==> src/rtl/mac_seq_pkg.sv <==
`default_nettype none
// ============================================================================
// Module   : mac_seq_pkg
// Brief    : Shared types and default widths for the MAC operand sequencer.
// Revision : 1.0 - initial release
// ============================================================================
package mac_seq_pkg;

    localparam int c_len_w    = 8;
    localparam int c_mult_lat = 1;
    localparam int c_op_w     = 8;
    localparam int c_acc_w    = 16;

    typedef enum logic [2:0] {
        IDLE   = 3'd0,
        CLEAR  = 3'd1,
        FEED   = 3'd2,
        DRAIN  = 3'd3,
        RESULT = 3'd4
    } seq_state_t;

endpackage
`default_nettype wire

==> src/rtl/mac_en_delay.sv <==
`default_nettype none
// ============================================================================
// Module   : mac_en_delay
// Brief    : DEPTH-deep valid shift register that lines the MAC enable up
//            with the multiplier pipeline; empty reports no beat in flight.
// Revision : 1.0 - initial release
// ============================================================================
module mac_en_delay #(
    parameter int DEPTH = 1
) (
    input  logic clk,
    input  logic nreset,
    input  logic vld_in,
    output logic vld_out,
    output logic empty
);

    logic [DEPTH-1:0] r_sr;

    generate
        if (DEPTH == 1) begin : g_single
            always_ff @(posedge clk or negedge nreset) begin
                if (!nreset) r_sr <= '0;
                else         r_sr <= vld_in;
            end
        end else begin : g_chain
            always_ff @(posedge clk or negedge nreset) begin
                if (!nreset) r_sr <= '0;
                else         r_sr <= {r_sr[DEPTH-2:0], vld_in};
            end
        end
    endgenerate

    assign vld_out = r_sr[DEPTH-1];
    assign empty   = ~|r_sr;

endmodule
`default_nettype wire

==> src/rtl/mac_operand_sequencer.sv <==
`default_nettype none
// ============================================================================
// Module   : mac_operand_sequencer
// Brief    : Feeds B/C operand pairs to a pipelined MAC for one dot product
//            per job and returns the captured accumulator.
// Revision : 1.0 - initial release
// ============================================================================
module mac_operand_sequencer
    import mac_seq_pkg::*;
#(
    parameter int LEN_W    = c_len_w,
    parameter int MULT_LAT = c_mult_lat
) (
    input  logic               clk,
    input  logic               nreset,
    input  logic               start,
    input  logic [LEN_W-1:0]   vec_len,
    input  logic               in_valid,
    output logic               in_ready,
    input  logic [c_op_w-1:0]  in_b,
    input  logic [c_op_w-1:0]  in_c,
    output logic [c_op_w-1:0]  mac_b,
    output logic [c_op_w-1:0]  mac_c,
    output logic               mac_en,
    output logic               mac_rst,
    input  logic [c_acc_w-1:0] mac_acc,
    output logic               res_valid,
    input  logic               res_ready,
    output logic [c_acc_w-1:0] res_data,
    output logic               busy
);

    seq_state_t       r_state;
    seq_state_t       w_state_nxt;
    logic [LEN_W-1:0] r_len;
    logic [LEN_W-1:0] r_cnt;
    logic [LEN_W-1:0] w_cnt_inc;
    logic             r_vld;
    logic             w_beat;
    logic             w_last;
    logic             w_empty;
    logic             w_drained;
    logic             w_clr;

    assign w_beat    = in_valid & in_ready;
    assign w_cnt_inc = r_cnt + LEN_W'(1);
    assign w_last    = (w_cnt_inc == r_len);
    // Final add has landed once nothing is queued and mac_en is already low.
    assign w_drained = ~r_vld & w_empty;

    always_ff @(posedge clk or negedge nreset) begin
        if (!nreset) r_state <= IDLE;
        else         r_state <= w_state_nxt;
    end

    always_comb begin
        w_state_nxt = r_state;
        case (r_state)
            IDLE:    if (start) w_state_nxt = CLEAR;
            CLEAR:   w_state_nxt = (r_len == '0) ? DRAIN : FEED;
            FEED:    if (w_beat && w_last) w_state_nxt = DRAIN;
            DRAIN:   if (w_drained) w_state_nxt = RESULT;
            RESULT:  if (res_ready) w_state_nxt = IDLE;
            default: w_state_nxt = IDLE;
        endcase
    end

    always_comb begin
        in_ready  = 1'b0;
        res_valid = 1'b0;
        busy      = 1'b1;
        w_clr     = 1'b0;
        case (r_state)
            IDLE:    busy      = 1'b0;
            CLEAR:   w_clr     = 1'b1;
            FEED:    in_ready  = 1'b1;
            RESULT:  res_valid = 1'b1;
            default: ;
        endcase
    end

    // The MAC must clear together with this block, so reset feeds straight through.
    assign mac_rst = ~nreset | w_clr;

    always_ff @(posedge clk or negedge nreset) begin
        if (!nreset) begin
            r_len    <= '0;
            r_cnt    <= '0;
            r_vld    <= 1'b0;
            mac_b    <= '0;
            mac_c    <= '0;
            res_data <= '0;
        end else begin
            r_vld <= w_beat;
            if (r_state == IDLE && start) begin
                r_len <= vec_len;
                r_cnt <= '0;
            end
            if (w_beat) begin
                mac_b <= in_b;
                mac_c <= in_c;
                r_cnt <= w_cnt_inc;
            end
            if (r_state == DRAIN && w_drained) res_data <= mac_acc;
        end
    end

    mac_en_delay #(
        .DEPTH (MULT_LAT)
    ) u_en_delay (
        .clk     (clk),
        .nreset  (nreset),
        .vld_in  (r_vld),
        .vld_out (mac_en),
        .empty   (w_empty)
    );

endmodule
`default_nettype wire
==> config.mk <==
export PLATFORM = sky130hd
export DESIGN_NAME = mac_operand_sequencer
export DESIGN_NICKNAME = d
export VERILOG_FILES = /design/src/rtl/mac_seq_pkg.sv /design/src/rtl/mac_en_delay.sv /design/src/rtl/mac_operand_sequencer.sv
export SDC_FILE = /design/constraint.sdc
export NUM_CORES = 1
export LEC_CHECK = 0
export BUFFER_PORTS_ARGS = -buffer_cell sky130_fd_sc_hd__buf_2
export CAP_MARGIN = 25
export CORE_MARGIN = 5
export CORE_UTILIZATION = 50
export CTS_BUF_LIST = sky130_fd_sc_hd__clkbuf_8 sky130_fd_sc_hd__clkbuf_16
export CTS_CLUSTER_DIAMETER = 120
export DETAILED_ROUTE_END_ITERATION = 10
export GPL_TIMING_DRIVEN = 0
export MAX_ROUTING_LAYER = met4
export PLACE_DENSITY = 0.8
export SLEW_MARGIN = 20
export SYNTH_ARGS = -nofsm -noshare
export SYNTH_HDL_FRONTEND = slang
export SYNTH_SLANG_ARGS = --single-unit
==> constraint.sdc <==
create_clock -name clk -period 2.3 [get_ports clk]
set_input_delay 0.23 -clock clk [delete_from_list [all_inputs] [get_ports clk]]
set_output_delay 0.23 -clock clk [all_outputs]
set_load 0.02 [all_outputs]
Yosys cells after proc, flatten, opt, wreduce, memory -nomap -nowiden
Index checks and enable logic that the tools add are counted.

word-level totals
  logic and storage cells = 43
  bits of input ports = 45
  output and inout bits = 37
  register bits after elaboration = 53

cells by class
  reductions and logical operators = 8
  bitwise logic cells = 5
  multiplexer cells = 12
  $add $sub $neg = 1
  equality and inequality tests = 9

operators with widths
  operator               count
  $mux W8                2
  $pmux W3 S5            1
  $mux W3                4
  $add A8 B1 Y8 const B  1
  $eq A8 B8 Y1           1
  $logic_not A8 Y1       1
  $ne A2 B2 Y1 const B   4
  $eq A3 B2 Y1 const B   2
  $mux W1                5
  $reduce_and A4 Y1      1
  $eq A3 B1 Y1 const B   1
  $eq A3 B3 Y1 const B   1
  $logic_and A1 B1 Y1    3
  $logic_not A3 Y1       1
  $and A1 B1 Y1          2
  $not A1 Y1             2
  $reduce_bool A2 Y1     1
  $logic_not A1 Y1       1
  $or A1 B1 Y1           1

Depth between registers and ports, before layout
  depth after elaboration = 6
  depth in mapped cells = 7
  depth with buffers taken out = 6

Hierarchy
A second synthesis with hierarchy kept.

second synthesis, totals
  cells, all modules = 250
  area total of the unflattened synthesis = 2428.6 um^2

by module, submodules not included
  module                 area each (um^2)  times used  seq. area each (um^2)  cells each
  mac_operand_sequencer  2399.8            1           1301.2                 248
  mac_en_delay           28.8              1           25.0                   2

Worst setup path after synthesis
No wires, ideal clock.

  path kind = register to register
  from = reg r_cnt[0]
  to = reg r_state[0]
  data required time = 2.196 ns
  library setup time = 0.104 ns
  arrival = 1.674 ns
  buffers on the path = 1
  cell stages (with the launch flop) = 8
  slack = 0.522 ns
  clock period less this slack = 1.778 ns
  cell sequence = dfrtp_1 > ha_1 > clkbuf_1 > and3_1 > nand3_1 > a31oi_1 > o21ai_0 > o41ai_2

between the ends
  cells in the longest elaborated chain, start to end = 5

RTL lines
  item                         RTL line                      source
  start, declared              mac_operand_sequencer.sv:36   logic [LEN_W-1:0] r_cnt;
  start signal, assigned       mac_operand_sequencer.sv:102  r_cnt <= w_cnt_inc;
  $add A8 B1 Y8                mac_operand_sequencer.sv:46   assign w_cnt_inc = r_cnt + LEN_W'(1);
  $eq A8 B8 Y1                 mac_operand_sequencer.sv:47   assign w_last = (w_cnt_inc == r_len);
  $logic_and A1 B1 Y1          mac_operand_sequencer.sv:61   FEED: if (w_beat && w_last) w_state_nxt = DRAIN;
  $ne A2 B2 Y1 (no line)       --
  $reduce_and A4 Y1 (no line)  --
  end signal, assigned         mac_operand_sequencer.sv:53   else r_state <= w_state_nxt;
  end, declared                mac_operand_sequencer.sv:33   seq_state_t r_state;

Every way passes these cells.
A chain may end at the register's enable or synchronous reset.

Worst setup path in the final report
Same ends and word-level chain as after synthesis.

==> impl_metrics.yaml <==
drt:
  ant_nets: 0
  vias: 1943
  wl_met3_um: 258
  drtIter0Drc: 138
  dr_wl_met2_mm: 2.81
  drc_errors: 0
  drt_wl_total_mm: 5.39
  wl_per_cell_um: 14.8
  topRoutingLayerUsed: "met4"
  via_per_inst: 5.32
  wl_met1_mm: 2.20
  first_pass_iters: 4
power:
  clkPwrFrac_pct: 15.4
  p_sw_share_pct: 41.4
  leakage_nw: 1.52
  power_frac_comb_pct: 46.0
  power_per_cell_area_nw_per_um2: 1400
  p_int_w: 0.00244
  ir_drop_v: 0.000764
  power_frac_seq_pct: 38.6
  net-switching-power_w: 0.00173
clocking:
  cts.path.max_buffers: 2
  cts_resized: 0
  h-tree-depth: 2
  numCtsBuffers: 5
  worstSkewPairLatency_ns: 0.31
  clockRootBuffer: "clkbuf_8"
  cts_tree: "built"
  cts.clk_slew.worst_paths_ns: 0.10
  clock_sinks: 53
place:
  dp_slack_ns: 0.225
  gp_congestion: 0.852
  dp_hpwl_mm: 3.88
  port_buffers: 81
cells_and_area:
  drive_gt1_share_pct: 40.8
  diodes: 0
  area_growth_pct: 25.0
  nFillCells: 405
  fin_nets: 356
setup_path:
  worstPathRequired_ns: 2.52
  cpPeakStageDelay_ns: 0.53
  path_cells: "ha_1 > and3_1 > nand3_1 > a31oi_1 > o21ai_0 > o41ai_2"
  cp_max_fo: 8
  startpoint_type: "register"
  arrival_ns: 2.23
  slowest_stage: "dfrtp_1"
  r2r_slack_ns: 0.29
  rr_startpoint: "r_cnt[0]"
  rr_worst_depth: 6
  worstSetupPathType: "register to register"
  r2r_end: "r_state[0]"
  endpoint_kind: "register"
logic_synthesis:
  synthCells: 222
  netlist_top_cells_area: "dfrtp_1, mux2_2, nand2_1, o21ai_0, xnor2_1"
  synth_top_flop_cell: "dfrtp_1"
  synth_seq_cells: 53
  async_flop_share_pct: 100
  synth_top_cell_by_area: "dfrtp_1"
  synthDominantCellAreaShare_pct: 55.7
  syn_avg_cell_area_um2: 10.7
  yosysMostFrequentCell: "nand2_1"
  synth_edf_count: 0
  syn-num-nets: 268
  synth_cell_type_count: 37
  ys_warn_count: 0
  synth_area_um2: 2380
  seq_area_frac_synth_pct: 55.7
  ys_top_cells_by_count: "nand2_1, dfrtp_1, mux2_2"
timing:
  clock.fmax_mhz: 498
  post-route-period-util_pct: 87.4
  max-slew-margin-rel_pct: 56.1
  postLayoutSetupSlackWorst_ns: 0.290
  slew_viol_final: 0
  holdWs_ns: 0.0957
  setup_tns_ns: 0
  rsz0062_at_grt: "false"
  fin_skew_ns: 0.0103
  tightest_slew_ns: 0.659
  period_needed_ns: 2.01
  hold_viol_final: 0
  setup_viol: 0
status:
  status: "finished clean"
floorplanning:
  fp-row-count: 25
  start_util_pct: 51.1
  chipWidth_um: 79.0
  die_h_um: 79.0
  placeableCoreArea_um2: 4660
  design.die.area_um2: 6240
  io_pins: 82
run:
  maxCapViolCount: 0
global_routing:
  grt_max_degree: 55
  grt_pass1_wl_mm: 8.92
  first_global_vias: 1986
  grt-ovfl-total: 0
  grt_use_total_pct: 18.4
  antenna_found_initial: 0
min_path:
  worst_hold_path_type: "input pin to register"
  min_to: "r_state[2]"
  hold_path.startpoint: "res_ready"
  holdPathStages: 2
[final cells by class]
cell class	count	area (µm²)	share of cell area, %
plain buffers	9	47.5	1.60
flip-flops and latches	53	1330	44.6
inverters	6	22.5	0.757
clock buffers	5	68.8	2.31
multi-input cells	153	980	32.9
repair buffers	82	418	14.1
clock inverters	3	43.8	1.47
well taps	54	67.6	2.27
[stage by stage]
stage	instance area [µm²]	util [%]	instances	power, W
after floorplan	2380	-	222	0.00293
after detailed placement	2860	61.3	357	0.00356
after global placement	2850	61.2	357	0.00348
final	2970	63.8	365	0.00417
after CTS	2980	63.9	366	0.00421
after global routing	2970	63.8	365	0.00446
[flip-flops by register name (all words and copies together), names as in the netlist]
signal and flops:
mac_b 8, r_cnt 8, r_len 8, r_vld 1
r_state 3, res_data 16, u_en_delay.vld_out 1, mac_c 8
[worst max-delay path by stage]
stage | from | to | slack, ns
finish | r_cnt[0] | r_state[0] | 0.29
global route | r_cnt[0] | r_state[0] | 0.05
CTS | r_cnt[0] | r_state[0] | 0.18
detailed placement | r_cnt[0] | r_state[0] | 0.23
global placement | r_cnt[0] | r_state[0] | 0.29
floorplan | r_cnt[0] | r_state[0] | 0.52
[cell families after synthesis]
kind of cell,after synthesis,share of synthesized area (%)
muxes,24,11.3
DFF,53,55.7
and+or+nand+nor,87,17.1
xor gates and xnor gates,9,3.63
AOI/OAI and AO/OA,32,8.57
adders and majority gates,1,0.526
buffers and inverters,16,3.10
[cell usage in the layout (no fill, tap or decap), types with 3 or more instances in the layout]
master and n:
xnor2_1 5, nand2_1 56, nand3_1 4, clkbuf_8 5
o21ai_0 12, inv_1 6, o31ai_1 5, nand2b_1 3
nor2_1 6, buf_2 85, a31oi_1 3, mux2_2 23
dfrtp_1 53, a21oi_1 5, clkbuf_1 3, and3_1 3
xor2_1 3
[metal layers]
metal	vias up	GRT usage [%]
li1	928	-
met1	940	22.2
met2	60	31.2
met3	15	3.51
met4	0	6.19
met5	-	-
[worst max-delay path: cells and delay by family, from the launching register on]
kind                     cells  cell delay [ns]
adder cells (fa/ha/maj)      1             0.37
AND/OR/NAND/NOR              2             0.40
AO/OA/AOI/OAI                3             0.62
flip-flops                   1             0.53
[power by group through the flow]
stage | sequential, W | clock (W) | combinational [W]
floorplan | 0.00194 | 0 | 0.000981
global placement | 0.00160 | 0 | 0.00188
detailed placement | 0.00162 | 0 | 0.00194
CTS | 0.00161 | 0.000654 | 0.00195
global route | 0.00166 | 0.000688 | 0.00211
finish | 0.00161 | 0.000644 | 0.00192
[repair_timing]
action                                 in CTS  in global routing
setup buffers                               0                  0
hold buffers                                1                  0
endpoints found under the hold margin      53                  0
setup endpoints to repair                   0                  1
Note: power is estimated with default switching activity, not from simulation.
